File: src/rtl/fetch_sequencer.sv
// picoMIPS program counter and fetch phase controller (IDLE/RUN/WAIT/HALT).
// Optional single-entry call/return link register: FETCH_SEQUENCER_LINK_REG_EN.
module fetch_sequencer #(
  parameter int P_SIZE = 5,
  parameter logic [P_SIZE-1:0] START_ADDR = '0
) (
  input  logic              clk,
  input  logic              reset,
  input  logic              startIn,
  input  logic              stallIn,
  input  logic              branchIn,
  input  logic              branchRelIn,
  input  logic [P_SIZE-1:0] branchTargetIn,
  input  logic              waitIn,
  input  logic              readyIn,
  input  logic              haltIn,
`ifdef FETCH_SEQUENCER_LINK_REG_EN
  input  logic              callIn,
  input  logic              retIn,
`endif
  output logic [P_SIZE-1:0] addressOut,
  output logic              runningOut,
  output logic              waitingOut,
  output logic              haltedOut,
  output logic              ackOut
);

  typedef enum logic [1:0] {
    IDLE,
    RUN,
    WAIT,
    HALT
  } state_t;

  state_t            state;
  state_t            state_n;
  logic [P_SIZE-1:0] pc;
  logic [P_SIZE-1:0] pc_n;
  logic [P_SIZE-1:0] pc_inc;
  logic [P_SIZE-1:0] pc_rel;
  logic              armed;
  logic              armed_n;
  logic              ack_n;

`ifdef FETCH_SEQUENCER_LINK_REG_EN
  logic [P_SIZE-1:0] link;
  logic [P_SIZE-1:0] link_n;
`endif

  // Same-width add wraps modulo 2^P_SIZE for both increment and offset.
  assign pc_inc = pc + P_SIZE'(1);
  assign pc_rel = pc + branchTargetIn;

  always_comb begin
    state_n = state;
    pc_n    = pc;
    armed_n = armed;
    ack_n   = 1'b0;
`ifdef FETCH_SEQUENCER_LINK_REG_EN
    link_n  = link;
`endif
    case (state)
      IDLE: begin
        if (startIn) state_n = RUN;
      end
      RUN: begin
        if (stallIn) begin
          state_n = RUN;
        end else if (haltIn) begin
          state_n = HALT;
        end else if (waitIn) begin
          state_n = WAIT;
          armed_n = 1'b0;
`ifdef FETCH_SEQUENCER_LINK_REG_EN
        end else if (callIn) begin
          link_n  = pc_inc;
          pc_n    = branchTargetIn;
        end else if (retIn) begin
          pc_n    = link;
`endif
        end else if (branchIn && branchRelIn) begin
          pc_n    = pc_rel;
        end else if (branchIn) begin
          pc_n    = branchTargetIn;
        end else begin
          pc_n    = pc_inc;
        end
      end
      WAIT: begin
        // A level already high on entry must drop before it can fire.
        if (!armed) begin
          if (!readyIn) armed_n = 1'b1;
        end else if (readyIn) begin
          armed_n = 1'b0;
          pc_n    = pc_inc;
          state_n = RUN;
          ack_n   = 1'b1;
        end
      end
      HALT: begin
        state_n = HALT;
      end
      default: begin
        state_n = IDLE;
      end
    endcase
  end

  always_ff @(posedge clk or posedge reset) begin
    if (reset) begin
      state      <= IDLE;
      pc         <= START_ADDR;
      armed      <= 1'b0;
      ackOut     <= 1'b0;
      runningOut <= 1'b0;
      waitingOut <= 1'b0;
      haltedOut  <= 1'b0;
    end else begin
      state      <= state_n;
      pc         <= pc_n;
      armed      <= armed_n;
      ackOut     <= ack_n;
      runningOut <= (state_n == RUN);
      waitingOut <= (state_n == WAIT);
      haltedOut  <= (state_n == HALT);
    end
  end

`ifdef FETCH_SEQUENCER_LINK_REG_EN
  always_ff @(posedge clk or posedge reset) begin
    if (reset) link <= '0;
    else       link <= link_n;
  end
`endif

  assign addressOut = pc;

endmodule

File: config.mk
export PLATFORM = sky130hd
export DESIGN_NAME = fetch_sequencer
export DESIGN_NICKNAME = d
export VERILOG_FILES = /design/src/rtl/fetch_sequencer.sv
export SDC_FILE = /design/constraint.sdc
export NUM_CORES = 1
export LEC_CHECK = 0
export CORE_MARGIN = 1.5
export CORE_UTILIZATION = 50
export CTS_CLUSTER_DIAMETER = 40
export DETAILED_ROUTE_END_ITERATION = 6
export PLACE_DENSITY = 0.94
export SYNTH_ARGS = -nofsm -noshare
export SYNTH_HDL_FRONTEND = slang
export SYNTH_SLANG_ARGS = --single-unit
File: constraint.sdc
create_clock -name clk -period 4.4 [get_ports clk]
set_input_delay 0.88 -clock clk [delete_from_list [all_inputs] [get_ports clk]]
set_output_delay 0.88 -clock clk [all_outputs]
set_load 0.01 [all_outputs]
Word level (Yosys, flattened, before mapping)
Index checks and enable logic that the tools add are counted.
- register bits after elaboration: 12
- output and inout bits: 9
- word-level logic and storage cells: 49
- add/subtract/negate cells: 2
- equal/unequal tests: 12
- mux-type cells: 23
- reduce and logical (&&, ||, !) cells: 5
- operator list (cell ; count):
    $mux W5 ; 7
    $mux W2 ; 6
    $ne A2 B2 Y1 const B ; 6
    $pmux W5 S2 ; 1
    $eq A2 B2 Y1 const B ; 4
    $pmux W2 S4 ; 1
    $mux W1 ; 7
    $reduce_and A6 Y1 ; 1
    $add A5 B1 Y5 const B ; 1
    $add A5 B5 Y5 ; 1
    $eq A2 B1 Y1 const B ; 2
    $reduce_and A4 Y1 ; 1
    $logic_not A2 Y1 ; 1
    $pmux W1 S2 ; 1
    $reduce_bool A2 Y1 ; 1
    $logic_and A1 B1 Y1 ; 1

Longest topological paths before layout
- depth after elaboration: 7
- mapped depth: 8
- gate-level depth less buffers: 8

Worst setup path before layout
No wires, ideal clock.
- path type: input-to-reg
- from: input branchTargetIn[0]
- to: register pc[4] (netlist: addressOut[4])
- setup time: 0.132 ns
- arrival time: 2.146 ns
- data required time: 4.268 ns
- setup slack: 2.122 ns
- stages on the path: 8
- path buffers: 0
- cell sequence: ha_1 -> inv_1 -> fa_1 -> nand2b_1 -> a21oi_1 -> mux2i_1 -> xnor2_1 -> o21ai_1
- cells in the longest elaborated chain, start to end: 6
- RTL lines (element ; line ; source):
    from (decl) ; 13 ; input logic [P_SIZE-1:0] branchTargetIn,
    $add A5 B5 Y5 ; 52 ; assign pc_rel = pc + branchTargetIn;
    $mux W5 ; 81 ; end else if (branchIn && branchRelIn) begin
    $mux W5 ; 71 ; end else if (waitIn) begin
    $mux W5 ; 69 ; end else if (haltIn) begin
    $mux W5 ; 67 ; if (stallIn) begin
    $pmux W5 S2 ; 62 ; case (state)
    to (signal assigned) ; 120 ; pc <= pc_n;
    to (decl) ; 37 ; logic [P_SIZE-1:0] pc;
No other way between the ends. The select of a mux whose other input is x is not followed.
A chain may end at the register's enable or synchronous reset.

Worst setup path in the final report
Ends and elaborated chain as after synthesis.

==> summary.md <==
| Metric | Value |
|---|---|
| Status | `complete, no violations` |
| Max_cap viols | `0` |
| Routed length per instance | `about 13 um` |
| Worst-Margin Slew | `~0.46 ns` |
| Worst EP required | `approximately 4.6 ns` |
| Final HPWL DP | `roughly 1400 um` |
| Top cells by area, synth | `dfrtp_1 36%, ha_1 7.4%, a21oi_1 5.9%` |
| Startpoint types | `input pin` |
| Sequential share of the synthesized area | `between 30% and 40%` |
| Post-Route Setup TNS | `0 ns` |
| Die ar. | `1940 sq um` |
| Final Setup Violations | `0` |
| Post-synthesis adder-cell area fraction | `9.81%` |
| # hold bufs at CTS | `0` |
| EDFF count, synth | `0` |
| Simple-gate area share of the yosys netlist | `between 20% and 30%` |
| Prevailing post-synth register cell | `dfrtp_1` |
| Largest net degree at the start of global routing | `13` |
| DRC violations left | `0` |
| Worst slack, placed | `1.51 ns` |
| First-pass GRT wire length | `a little over 3000 um` |
| Endpoints failing hold | `0` |
| Number of global-route vias before repair | `745` |
| Via-per-instance ratio | `around 5.6` |
| CTS sink count | `12` |
| Xor and xnor fraction of the mapped netlist area | `between 3 and 4%` |
| Clk Latency, worst-skew pair | `roughly 0.28 ns` |
| 1st-pass router iterations | `4` |
| WHS | `around 0.6 ns` |
| Syn_area_per_cell | `approximately 9 sq um` |
| Clk network pwr share | `between 10% and 20%` |
| Seq pwr share | `33.2%` |
| Clk pin slew, worst setup/hold paths | `around 0.08 ns` |
| Global placer's final weighted congestion | `between 0.7 and 0.8` |
| GRT Overall Usage | `roughly 22%` |
| Worst Setup End Kind | `flip-flop` |
| Pint | `around 380 uW` |
| Hold Crit Class | `flip-flop to flip-flop` |
| Die width | `roughly 44 um` |
| Final ANT Viol Nets | `0` |
| GRT overflow | `0` |
| CTS Buffer Depth | `2` |
| Post-CTS Setup Bufs | `0` |
| Top-area cell type share of the netlist area | `35.7%` |
| Htree depth | `1` |
| Peak VDD IR | `0.000418 V` |
| Critical path arrival | `~2.7 ns` |
| PortBufs | `22` |
| Clock buffer count from CTS | `3` |
| DP Area | `1080 sq um` |
| Final Cycle Share | `approximately three fifths` |
| TritonCTS clock tree | `yes` |
| Cells after Synth | `95` |
| Area grow syn2layout | `32.2%` |
| I/O pin count | `23` |
| P_sw | `between 200 and 300 uW` |
| Count leader, synth | `dfrtp_1` |
| Post_cts resized | `0` |
| Net Sw Frac | `40.4%` |
| Mux contribution to synthesized area | `roughly 3.6%` |
| Logic pwr share | `between 50% and 60%` |
| Unrepaired setup endpoints after global routing | `false` |
| Synth top cells by count | `12 x dfrtp_1, 10 x a21oi_1, 10 x nor2_1` |
| Overall via count from detail_route | `around 760` |
| Post-Syn Area | `842 sq um` |
| FF+latch count, synth | `12` |
| Minimum clock period | `roughly 2.6 ns` |
| Rel. slew slack | `a little over two thirds` |
| Power Total | `approximately 630 uW` |
| Fin area | `roughly 1100 sq um` |
| Syn. warnings | `0` |
| Skew final | `slightly above 0.002 ns` |
| Fmax | `391 MHz` |
| Post-synth net total | `115` |
| Worst-path fanout max | `2` |
| Final WS setup | `1.84 ns` |
| Setup Crit Path Kind | `input pin to flip-flop` |
| Routed wire length | `1740 um` |
| Synth Area in Compound Gates | `between 10% and 20%` |
| Starting density of the core | `54.6%` |
| FFs w/ async S/R, synth | `between 90% and 100%` |
| Pwr dens | `568 nW/um^2` |
| Area leader, netlist | `dfrtp_1` |
| Final slew viol count | `0` |
| Chip height | `between 40 and 50 um` |
| Core Box Area | `between 1500 and 2000 sq um` |
| DR iter-0 viols | `9` |
| Antenna diodes | `0` |
| Row count | `14` |
| Total Nets Final | `around 140` |
| Root buf cell | `clkbuf_4` |
| P_leak | `just under 0.5 nW` |
| Largest family of logic cells by synthesized area | `simple AND/OR/NAND/NOR gates` |
| Initial antenna violation count | `0` |
| Share of layout cells above drive strength 1 | `a little under a tenth` |
| Netlist cell types | `34` |
-- per-stage QoR --
stage	utilization [%]	instances
after floorplan	-	95
after global placement	69.9	132
after detailed placement	69.9	132
after CTS	72.2	136
after global routing	72.2	136
final	72.2	136
-- flip-flops by register name, summed over array words and instances (netlist names) --
signal,cells
state,2
addressOut,5
haltedOut,1
ackOut,1
runningOut,1
armed,1
waitingOut,1
-- cell families after synthesis --
logic type | Yosys count
compound gates | 24
xor+xnor | 3
fa+ha+maj | 6
buf+inv | 8
flops | 12
mux | 3
simple gates | 39
-- power by group through the flow --
stage,clock (mW),sequential (mW),combinational [mW]
6_report,0.0903,0.210,0.332
5_1_grt,0.0965,0.219,0.373
4_1_cts,0.0922,0.210,0.337
3_5_place_dp,0,0.212,0.334
3_3_place_gp,0,0.209,0.322
2_1_floorplan,0,0.216,0.203
-- path summary, 6_finish.rpt --
kind                                      startpoint  slack (ns)                        end  cells past startpoint
hold / removal                     armed$_DFFE_PP0P_        0.59          armed$_DFFE_PP0P_                      2
max in group asynchronous                      reset        3.19           ackOut$_DFF_PP0_                      2
hold reg to reg                    armed$_DFFE_PP0P_        0.59          armed$_DFFE_PP0P_                      2
min in group asynchronous                      reset        0.90  addressOut[2]$_DFFE_PP0P_                      2
setup reg to reg           addressOut[0]$_DFFE_PP0P_        2.45  addressOut[4]$_DFFE_PP0P_                      8
setup / recovery                   branchTargetIn[0]        1.84  addressOut[4]$_DFFE_PP0P_                      9
-- area by class of cell --
cell class	instances	area, sq um
clock buffer	4	36.3
fill	131	428
tap	16	20.0
inverter	7	26.3
timing repair buffer	22	220
sequential	12	300
multi-input combinational	75	510
-- metal layers --
| layer | part of all wire (%) | GRT usage, % |
|---|---|---|
| met5 | 0 | 0 |
| met2 | 53 | 42.6 |
| met4 | 1.9 | 10.9 |
| met3 | 4.6 | 4.08 |
| met1 | 40 | 22.3 |
-- worst max-delay path, cell delays in order --
cell	delay (ns)
clkdlybuf4s50_1	0.48
ha_1	0.16
inv_1	0.05
fa_1	0.38
nand2b_1	0.15
a21oi_1	0.16
mux2i_1	0.23
xnor2_1	0.14
o21ai_1	0.08
-- cells in the final DEF, fill, tap and decap left out, types with 2 or more instances in the layout --
| master | instances |
|---|---|
| o21ai_0 | 5 |
| dfrtp_1 | 12 |
| nand2_1 | 7 |
| clkdlybuf4s50_1 | 22 |
| ha_1 | 5 |
| clkbuf_4 | 3 |
| mux2i_1 | 3 |
| nor2b_1 | 2 |
| a211oi_1 | 2 |
| inv_1 | 7 |
| nor2_1 | 10 |
| a21oi_1 | 10 |
| nor3_1 | 2 |
| xor2_1 | 2 |
| o21ai_1 | 2 |
| nand3_1 | 3 |
| nand2b_1 | 4 |
Power figures use the tool's default switching activity.
